`src/rtl/cache_bus_ctrl_pkg.sv`:
```
// Shared bus packet, command op and sequencer state encodings for the cache bus controller.
package cache_bus_ctrl_pkg;

    localparam int unsigned DMA_DATA_WIDTH = 64;

    typedef struct packed {
        logic [31:0]               addr;
        logic [DMA_DATA_WIDTH-1:0] wdata;
        logic                      we;
    } cache_bus_pkt_t;

    typedef enum logic [1:0] {
        OpNone   = 2'b00,
        OpFill   = 2'b01,
        OpWb     = 2'b10,
        OpWbFill = 2'b11
    } bus_op_e;

    localparam logic [2:0] StIdle   = 3'd0;
    localparam logic [2:0] StWb     = 3'd1;
    localparam logic [2:0] StRdReq  = 3'd2;
    localparam logic [2:0] StRdWait = 3'd3;
    localparam logic [2:0] StDone   = 3'd4;

endpackage

```
`src/rtl/cache_bus_ctrl_beat_counter.sv`:
```
// Beat counter with synchronous clear and saturating increment; flags the last beat
// and the terminal count.
module bus_beat_counter #(
    parameter int unsigned beats_p     = 4,
    parameter int unsigned cnt_width_p = $clog2(beats_p + 1)
) (
    input  logic                   clk_i,
    input  logic                   reset_i,
    input  logic                   clear_i,
    input  logic                   incr_i,
    output logic [cnt_width_p-1:0] cnt_o,
    output logic                   last_o,
    output logic                   term_o
);

    localparam logic [cnt_width_p-1:0] LastCnt = cnt_width_p'(beats_p - 1);
    localparam logic [cnt_width_p-1:0] TermCnt = cnt_width_p'(beats_p);

    logic [cnt_width_p-1:0] cnt_q;

    // Clear wins over increment so a final beat and a clear in one cycle lands on zero.
    always_ff @(posedge clk_i or posedge reset_i) begin
        if (reset_i) begin
            cnt_q <= '0;
        end else if (clear_i) begin
            cnt_q <= '0;
        end else if (incr_i && (cnt_q != TermCnt)) begin
            cnt_q <= cnt_q + 1'b1;
        end
    end

    assign cnt_o  = cnt_q;
    assign last_o = (cnt_q == LastCnt);
    assign term_o = (cnt_q == TermCnt);

endmodule

```
`src/rtl/cache_bus_ctrl.sv`:
```
// Block transfer sequencer: splits fill / writeback commands into bus beats and
// assembles returned fill data.
module cache_bus_ctrl
    import cache_bus_ctrl_pkg::*;
#(
    parameter int unsigned block_size_p     = 8,
    parameter int unsigned dma_data_width_p = 2
) (
    input  logic                         clk_i,
    input  logic                         reset_i,
    input  logic                         req_valid_i,
    output logic                         req_ready_o,
    input  logic [1:0]                   req_op_i,
    input  logic [31:0]                  req_fill_addr_i,
    input  logic [31:0]                  req_wb_addr_i,
    input  logic [block_size_p*32-1:0]   req_wb_data_i,
    output logic                         resp_valid_o,
    output logic [block_size_p*32-1:0]   fill_data_o,
    output logic                         cb_valid_o,
    input  logic                         cb_yumi_i,
    output cache_bus_pkt_t               cb_pkt_o,
    input  logic                         cb_valid_i,
    input  logic [DMA_DATA_WIDTH-1:0]    cb_data_i
);

    localparam int unsigned beats_lp       = block_size_p / dma_data_width_p;
    localparam int unsigned cnt_width_lp   = $clog2(beats_lp + 1);
    localparam int unsigned block_width_lp = block_size_p * 32;
    localparam logic [31:0] beat_bytes_lp  = 32'(dma_data_width_p * 4);

    logic [2:0]                state_q, state_d;
    bus_op_e                   op_q;
    logic [31:0]               fill_addr_q, wb_addr_q;
    logic [block_width_lp-1:0] wb_data_q, fill_data_q;

    logic                    tx_clr, tx_inc, tx_last, tx_term;
    logic                    rx_clr, rx_inc, rx_last, rx_term;
    logic [cnt_width_lp-1:0] tx_cnt, rx_cnt;
    logic                    accept, rx_capture, rx_write;
    logic [31:0]             beat_off;

    bus_beat_counter #(
        .beats_p     (beats_lp),
        .cnt_width_p (cnt_width_lp)
    ) u_tx_cnt (
        .clk_i   (clk_i),
        .reset_i (reset_i),
        .clear_i (tx_clr),
        .incr_i  (tx_inc),
        .cnt_o   (tx_cnt),
        .last_o  (tx_last),
        .term_o  (tx_term)
    );

    bus_beat_counter #(
        .beats_p     (beats_lp),
        .cnt_width_p (cnt_width_lp)
    ) u_rx_cnt (
        .clk_i   (clk_i),
        .reset_i (reset_i),
        .clear_i (rx_clr),
        .incr_i  (rx_inc),
        .cnt_o   (rx_cnt),
        .last_o  (rx_last),
        .term_o  (rx_term)
    );

    assign accept   = req_valid_i & req_ready_o;
    assign rx_write = rx_capture & ~rx_term;
    assign rx_inc   = rx_write;
    assign beat_off = 32'(tx_cnt) * beat_bytes_lp;

    always_comb begin
        state_d    = state_q;
        tx_clr     = 1'b0;
        tx_inc     = 1'b0;
        rx_clr     = 1'b0;
        rx_capture = 1'b0;
        case (state_q)
            StIdle: begin
                if (req_valid_i) begin
                    case (bus_op_e'(req_op_i))
                        OpFill:         state_d = StRdReq;
                        OpWb, OpWbFill: state_d = StWb;
                        default:        state_d = StIdle;
                    endcase
                end
            end
            StWb: begin
                if (cb_yumi_i) begin
                    tx_inc = 1'b1;
                    if (tx_last) begin
                        if (op_q == OpWbFill) begin
                            tx_clr  = 1'b1;
                            state_d = StRdReq;
                        end else begin
                            state_d = StDone;
                        end
                    end
                end
            end
            StRdReq: begin
                rx_capture = cb_valid_i;
                if (cb_yumi_i) begin
                    tx_inc = 1'b1;
                    // Responses can all land before the final request is consumed.
                    if (tx_last) begin
                        state_d = (rx_term || (rx_last && cb_valid_i)) ? StDone : StRdWait;
                    end
                end
            end
            StRdWait: begin
                rx_capture = cb_valid_i;
                if (cb_valid_i && rx_last) begin
                    state_d = StDone;
                end
            end
            StDone: begin
                tx_clr  = 1'b1;
                rx_clr  = 1'b1;
                state_d = StIdle;
            end
            default: state_d = StIdle;
        endcase
    end

    always_ff @(posedge clk_i or posedge reset_i) begin
        if (reset_i) begin
            state_q     <= StIdle;
            op_q        <= OpNone;
            fill_addr_q <= '0;
            wb_addr_q   <= '0;
            wb_data_q   <= '0;
            fill_data_q <= '0;
        end else begin
            state_q <= state_d;
            if (accept) begin
                op_q        <= bus_op_e'(req_op_i);
                fill_addr_q <= req_fill_addr_i;
                wb_addr_q   <= req_wb_addr_i;
                wb_data_q   <= req_wb_data_i;
            end
            if (rx_write) begin
                fill_data_q[rx_cnt*DMA_DATA_WIDTH +: DMA_DATA_WIDTH] <= cb_data_i;
            end
        end
    end

    always_comb begin
        cb_valid_o = 1'b0;
        cb_pkt_o   = '0;
        if (state_q == StWb) begin
            cb_valid_o     = ~tx_term;
            cb_pkt_o.we    = 1'b1;
            cb_pkt_o.addr  = wb_addr_q + beat_off;
            cb_pkt_o.wdata = wb_data_q[tx_cnt*DMA_DATA_WIDTH +: DMA_DATA_WIDTH];
        end else if (state_q == StRdReq) begin
            cb_valid_o    = ~tx_term;
            cb_pkt_o.addr = fill_addr_q + beat_off;
        end
    end

    assign req_ready_o  = (state_q == StIdle);
    assign resp_valid_o = (state_q == StDone);
    assign fill_data_o  = fill_data_q;

endmodule

```
`config.mk`:
```
export PLATFORM = sky130hd
export DESIGN_NAME = cache_bus_ctrl
export DESIGN_NICKNAME = d
export VERILOG_FILES = /design/src/rtl/cache_bus_ctrl_pkg.sv /design/src/rtl/cache_bus_ctrl_beat_counter.sv /design/src/rtl/cache_bus_ctrl.sv
export SDC_FILE = /design/constraint.sdc
export NUM_CORES = 1
export LEC_CHECK = 0
export ABC_AREA = 1
export BUFFER_PORTS_ARGS = -buffer_cell sky130_fd_sc_hd__buf_2
export CAP_MARGIN = 20
export CORE_AREA = 2 2 293 295
export DETAILED_ROUTE_END_ITERATION = 8
export DIE_AREA = 0 0 295 297
export PLACE_DENSITY_LB_ADDON = 0.12
export SETUP_SLACK_MARGIN = 0.05
export SYNTH_ARGS = -nofsm -noshare
export SYNTH_HDL_FRONTEND = slang
export SYNTH_SLANG_ARGS = --single-unit
```
`constraint.sdc`:
```
create_clock -name clk_i -period 25.3 [get_ports clk_i]
set_input_delay 0 -clock clk_i [delete_from_list [all_inputs] [get_ports clk_i]]
set_output_delay 0 -clock clk_i [all_outputs]
set_load 0.1 [all_outputs]
```
==> summary.txt <==
Run status
  – Result of the run: finished clean

Detailed routing
  – Post-detailed-route wirelength per cell: 18.6 um
  – Total via count after detailed routing: 25,100
  – Detailed router's first-iteration violation count: ~1,500
  – Drt via density: 4.71
  – Routed wire length: 99.6 mm
  – Length of the first detailed-routing pass in iterations: 5
  – Number of antenna-violating nets in the routed design: 0
  – Count of unresolved DRC violations after routing: 0

Clocking
  – Number of buffers inserted to repair setup after CTS: 0
  – Count of hold buffers inserted by post-cts repair: between 300 and 400
  – Clock latency reported for the late side of the worst-skew pair: 0.62 ns
  – Number of clock sinks: 587
  – TritonCTS buffer count: 72
  – Master cell of the clock root buffer: sky130_fd_sc_hd__clkbuf_16
  – CTS tree: built
  – Bufs on Longest Clock Path: 3
  – Worst-path clk slew: 0.06 ns
  – Post-cts gate resize count: 0
  – H-Tree Depth: 3

Power and ir drop
  – Switching power: slightly below 3 mW
  – Internal Pwr Total: about 2.5 mW
  – Fraction of power consumed by sequential logic: 0.278
  – Leakage: 18.1 nW
  – Power per cell area: 145 mW/mm2
  – Switching portion of total power: 0.539
  – Combinational group share of total power: 0.530
  – Clock group share of total power: 0.191
  – Worst-case vdd ir drop: 94.6 uV
  – Total power draw: 5.51 mW

GRT
  – Global router's overall resource usage: 0.223
  – Vias in the first global route: 25,200
  – Global-route wire length before repair: 151 mm
  – Largest net degree at the start of global routing: 220
  – Number of antenna violations at the first check in global routing: 18
  – Remaining global-route overflow: 0

STA
  – Achievable frequency: around 220 MHz
  – Sum of negative setup slack: 0 ns
  – Normalized max-slew margin: 0.175
  – Crit path time final: 4.45 ns
  – Clock Skew: 0.0299 ns
  – Final Max Slew Viols: 0
  – Setup repair after global routing missed its margin: false
  – Endpoints failing setup: 0
  – Slew of the pin with the lowest slew margin: roughly 1.2 ns
  – Share of the clock period used by the worst path: 0.176
  – Final hold slack: between 0.05 and 0.06 ns
  – Number of endpoints with negative hold slack in the final report: 0

Critical path
  – Most frequent cell on the critical path: sky130_fd_sc_hd__buf_4
  – Startpoint type of the worst setup path: flip-flop
  – Reg2Reg Capture Point: fill_data_o[150]$_DFFE_PP0P_
  – Worst Reg-to-Reg Cells: 8
  – Setup CP Type: flip-flop to flip-flop
  – Crit path capture type: flip-flop
  – Cell breakdown of the critical path: inv_1, ha_2, buf_4, inv_4, nor3_4, buf_4, nand2_1, o21ai_0
  – Delay contributed by the slowest stage of the critical path: 1.05 ns
  – Critical-path maximum fanout: 81
  – Worst-path cell with the longest stage delay: sky130_fd_sc_hd__dfrtp_4
  – Start of the worst register-to-register path: u_rx_cnt.cnt_o[0]$_DFFE_PP0P_
  – Data arrival time of the critical path: 4.97 ns
  – Setup slack on the worst flop-to-flop path: 20.85 ns
  – Worst Path Required: 25.82 ns

Die
  – Initial standard-cell utilization of the core: 0.321
  – CORE AREA: 0.0845 mm2
  – Row Count: 107
  – Die Area: 0.0876 mm2
  – Die extent in y: between 200 and 300 um
  – Die X-Extent: 295 um
  – Boundary pin count: 747

Synthesis
  – Leading cell types by total area after synthesis: sky130_fd_sc_hd__dfrtp_1, sky130_fd_sc_hd__nand2_1, sky130_fd_sc_hd__o21ai_0
  – Most area-hungry cell type in the Yosys netlist: sky130_fd_sc_hd__dfrtp_1
  – Post-synth EDFFs: 0
  – Share of the synthesized area in the top cell type: 0.542
  – XOR/XNOR share of the synthesized area: 0.00129
  – Avg Synthesized Cell Area: 8.75 um2
  – Count of different cell masters after synthesis: 33
  – Synthesized-area fraction occupied by adder cells: 0.00887
  – Sequential cell area fraction in the yosys report: 0.542
  – Number of instances in the synthesized netlist: 3,095
  – Post-synthesis mux area share: 0.0603
  – Register bit total from synthesis: 587
  – Post-synth top flop: sky130_fd_sc_hd__dfrtp_1
  – Main combinational cell family by area after synthesis: simple AND/OR/NAND/NOR gates
  – Proportion of register bits with asynchronous set or reset after synthesis: 1.00
  – Area fraction in compound gates after synthesis: 0.143
  – Area share of and/or/nand/nor cells after synthesis: 0.175
  – Area of the mapped netlist: ~0.027 mm2
  – Post-Syn Nets: about 3,500
  – YS warnings: 0

Final layout
  – Utilization of the core after routing: 0.449
  – Layout net count: 4,537
  – Most frequent cells in the layout: sky130_fd_sc_hd__nand2_1, sky130_fd_sc_hd__buf_2, sky130_fd_sc_hd__dfrtp_1
  – Area delta synth->final: 40.0%
  – Layout cell share with drive strength beyond 1: 0.250
  – Count of placed standard cells in the final layout, fillers left out: 5,344
  – Leading cell type in the layout, fill and taps excluded: sky130_fd_sc_hd__nand2_1

Min path
  – Class of the tightest hold or removal check: input pin to async pin

Placement
  – Placed instance count: 4,799
  – Final GP Congestion: 0.890
  – Count of port buffers added during placement: 746
  – HPWL after detailed placement: 68.6 mm

Run
  – Max_cap viols: 0
==> logic make-up after synthesis <==
group                    Yosys count
AO/OA/AOI/OAI                    737
XOR/XNOR                           4
adder cells (fa/ha/maj)           18
buffers and inverters            428
flip-flops                       587
multiplexers                     145
AND/OR/NAND/NOR                 1176
==> stage by stage <==
step / setup slack (ns) / area (um2)
after global placement: 21.02 / 31400
after detailed placement: 20.85 / 31400
final: 20.85 / 37900
after floorplan: 8.87 / 27100
after global routing: 20.46 / 37900
after CTS: 20.85 / 37800
==> how the worst max path moves through the flow <==
stage / endpoint / start
2_1_floorplan: fill_addr_q[0]$_DFFE_PP0P_ / reset_i
3_3_place_gp: fill_data_o[162]$_DFFE_PP0P_ / u_rx_cnt.cnt_o[0]$_DFFE_PP0P_
3_5_place_dp: fill_data_o[165]$_DFFE_PP0P_ / u_rx_cnt.cnt_o[0]$_DFFE_PP0P_
4_1_cts: fill_data_o[150]$_DFFE_PP0P_ / u_rx_cnt.cnt_o[0]$_DFFE_PP0P_
5_1_grt: fill_data_o[162]$_DFFE_PP0P_ / u_rx_cnt.cnt_o[0]$_DFFE_PP0P_
6_report: fill_data_o[150]$_DFFE_PP0P_ / u_rx_cnt.cnt_o[0]$_DFFE_PP0P_
==> power groups by stage <==
stage / clock (mW) / sequential (mW) / combinational [mW]
final: 1.05 / 1.53 / 2.92
after global routing: 1.12 / 1.58 / 3.11
after CTS: 1.08 / 1.53 / 2.94
after detailed placement: 0 / 1.55 / 2.88
after global placement: 0 / 1.54 / 2.87
after floorplan: 0 / 2.16 / 1.66
==> cell type report <==
| type | instances | area, um2 |
|---|---|---|
| tap | 1144 | 1430 |
| clock inverter | 20 | 268 |
| sequential | 587 | 14700 |
| fill | 8498 | 46600 |
| timing repair buffer | 1166 | 7940 |
| clock buffer | 110 | 2150 |
| inverter | 221 | 841 |
| antenna | 16 | 40.0 |
| multi-input combinational | 2080 | 10500 |
==> Yosys cell counts, drive strengths merged, types with 2 or more instances <==
master / number
fa: 2
nand2: 864
dfrtp: 587
clkbuf: 111
nand4: 4
nand3b: 2
nor3: 5
inv: 220
o21ai: 526
mux2: 145
o211ai: 64
buf: 96
xor2: 4
nand3: 204
a21oi: 140
nor2: 95
ha: 16
o22ai: 5
==> flip-flops by register name, indices dropped and copies added (netlist names) <==
| register | flops |
|---|---|
| op_q | 2 |
| wb_addr_q | 32 |
| u_tx_cnt.cnt_o | 3 |
| fill_data_o | 256 |
| state_q | 3 |
| fill_addr_q | 32 |
| wb_data_q | 256 |
| u_rx_cnt.cnt_o | 3 |
==> per-layer routing <==
| layer | vias to the layer above | share of wire | global-route usage | wire length (um) |
|---|---|---|---|---|
| met5 | - | 0.00024 | 0 | 24 |
| met3 | 164 | 0.055 | 0.0419 | 5480 |
| met1 | 12000 | 0.41 | 0.275 | 40800 |
| met4 | 4 | 0.036 | 0.0858 | 3630 |
| met2 | 691 | 0.50 | 0.382 | 49600 |
| li1 | 12300 | - | - | - |
==> worst max-delay path: cells and delay by family (launching register included) <==
family / cells / cell delay [ns]
AO/OA/AOI/OAI: 1 / 0.19
AND/OR/NAND/NOR: 2 / 0.57
adder cells (fa/ha/maj): 1 / 0.65
flip-flops: 1 / 1.05
buffers and inverters: 4 / 1.79
Note: power is estimated with default switching activity, not from simulation.
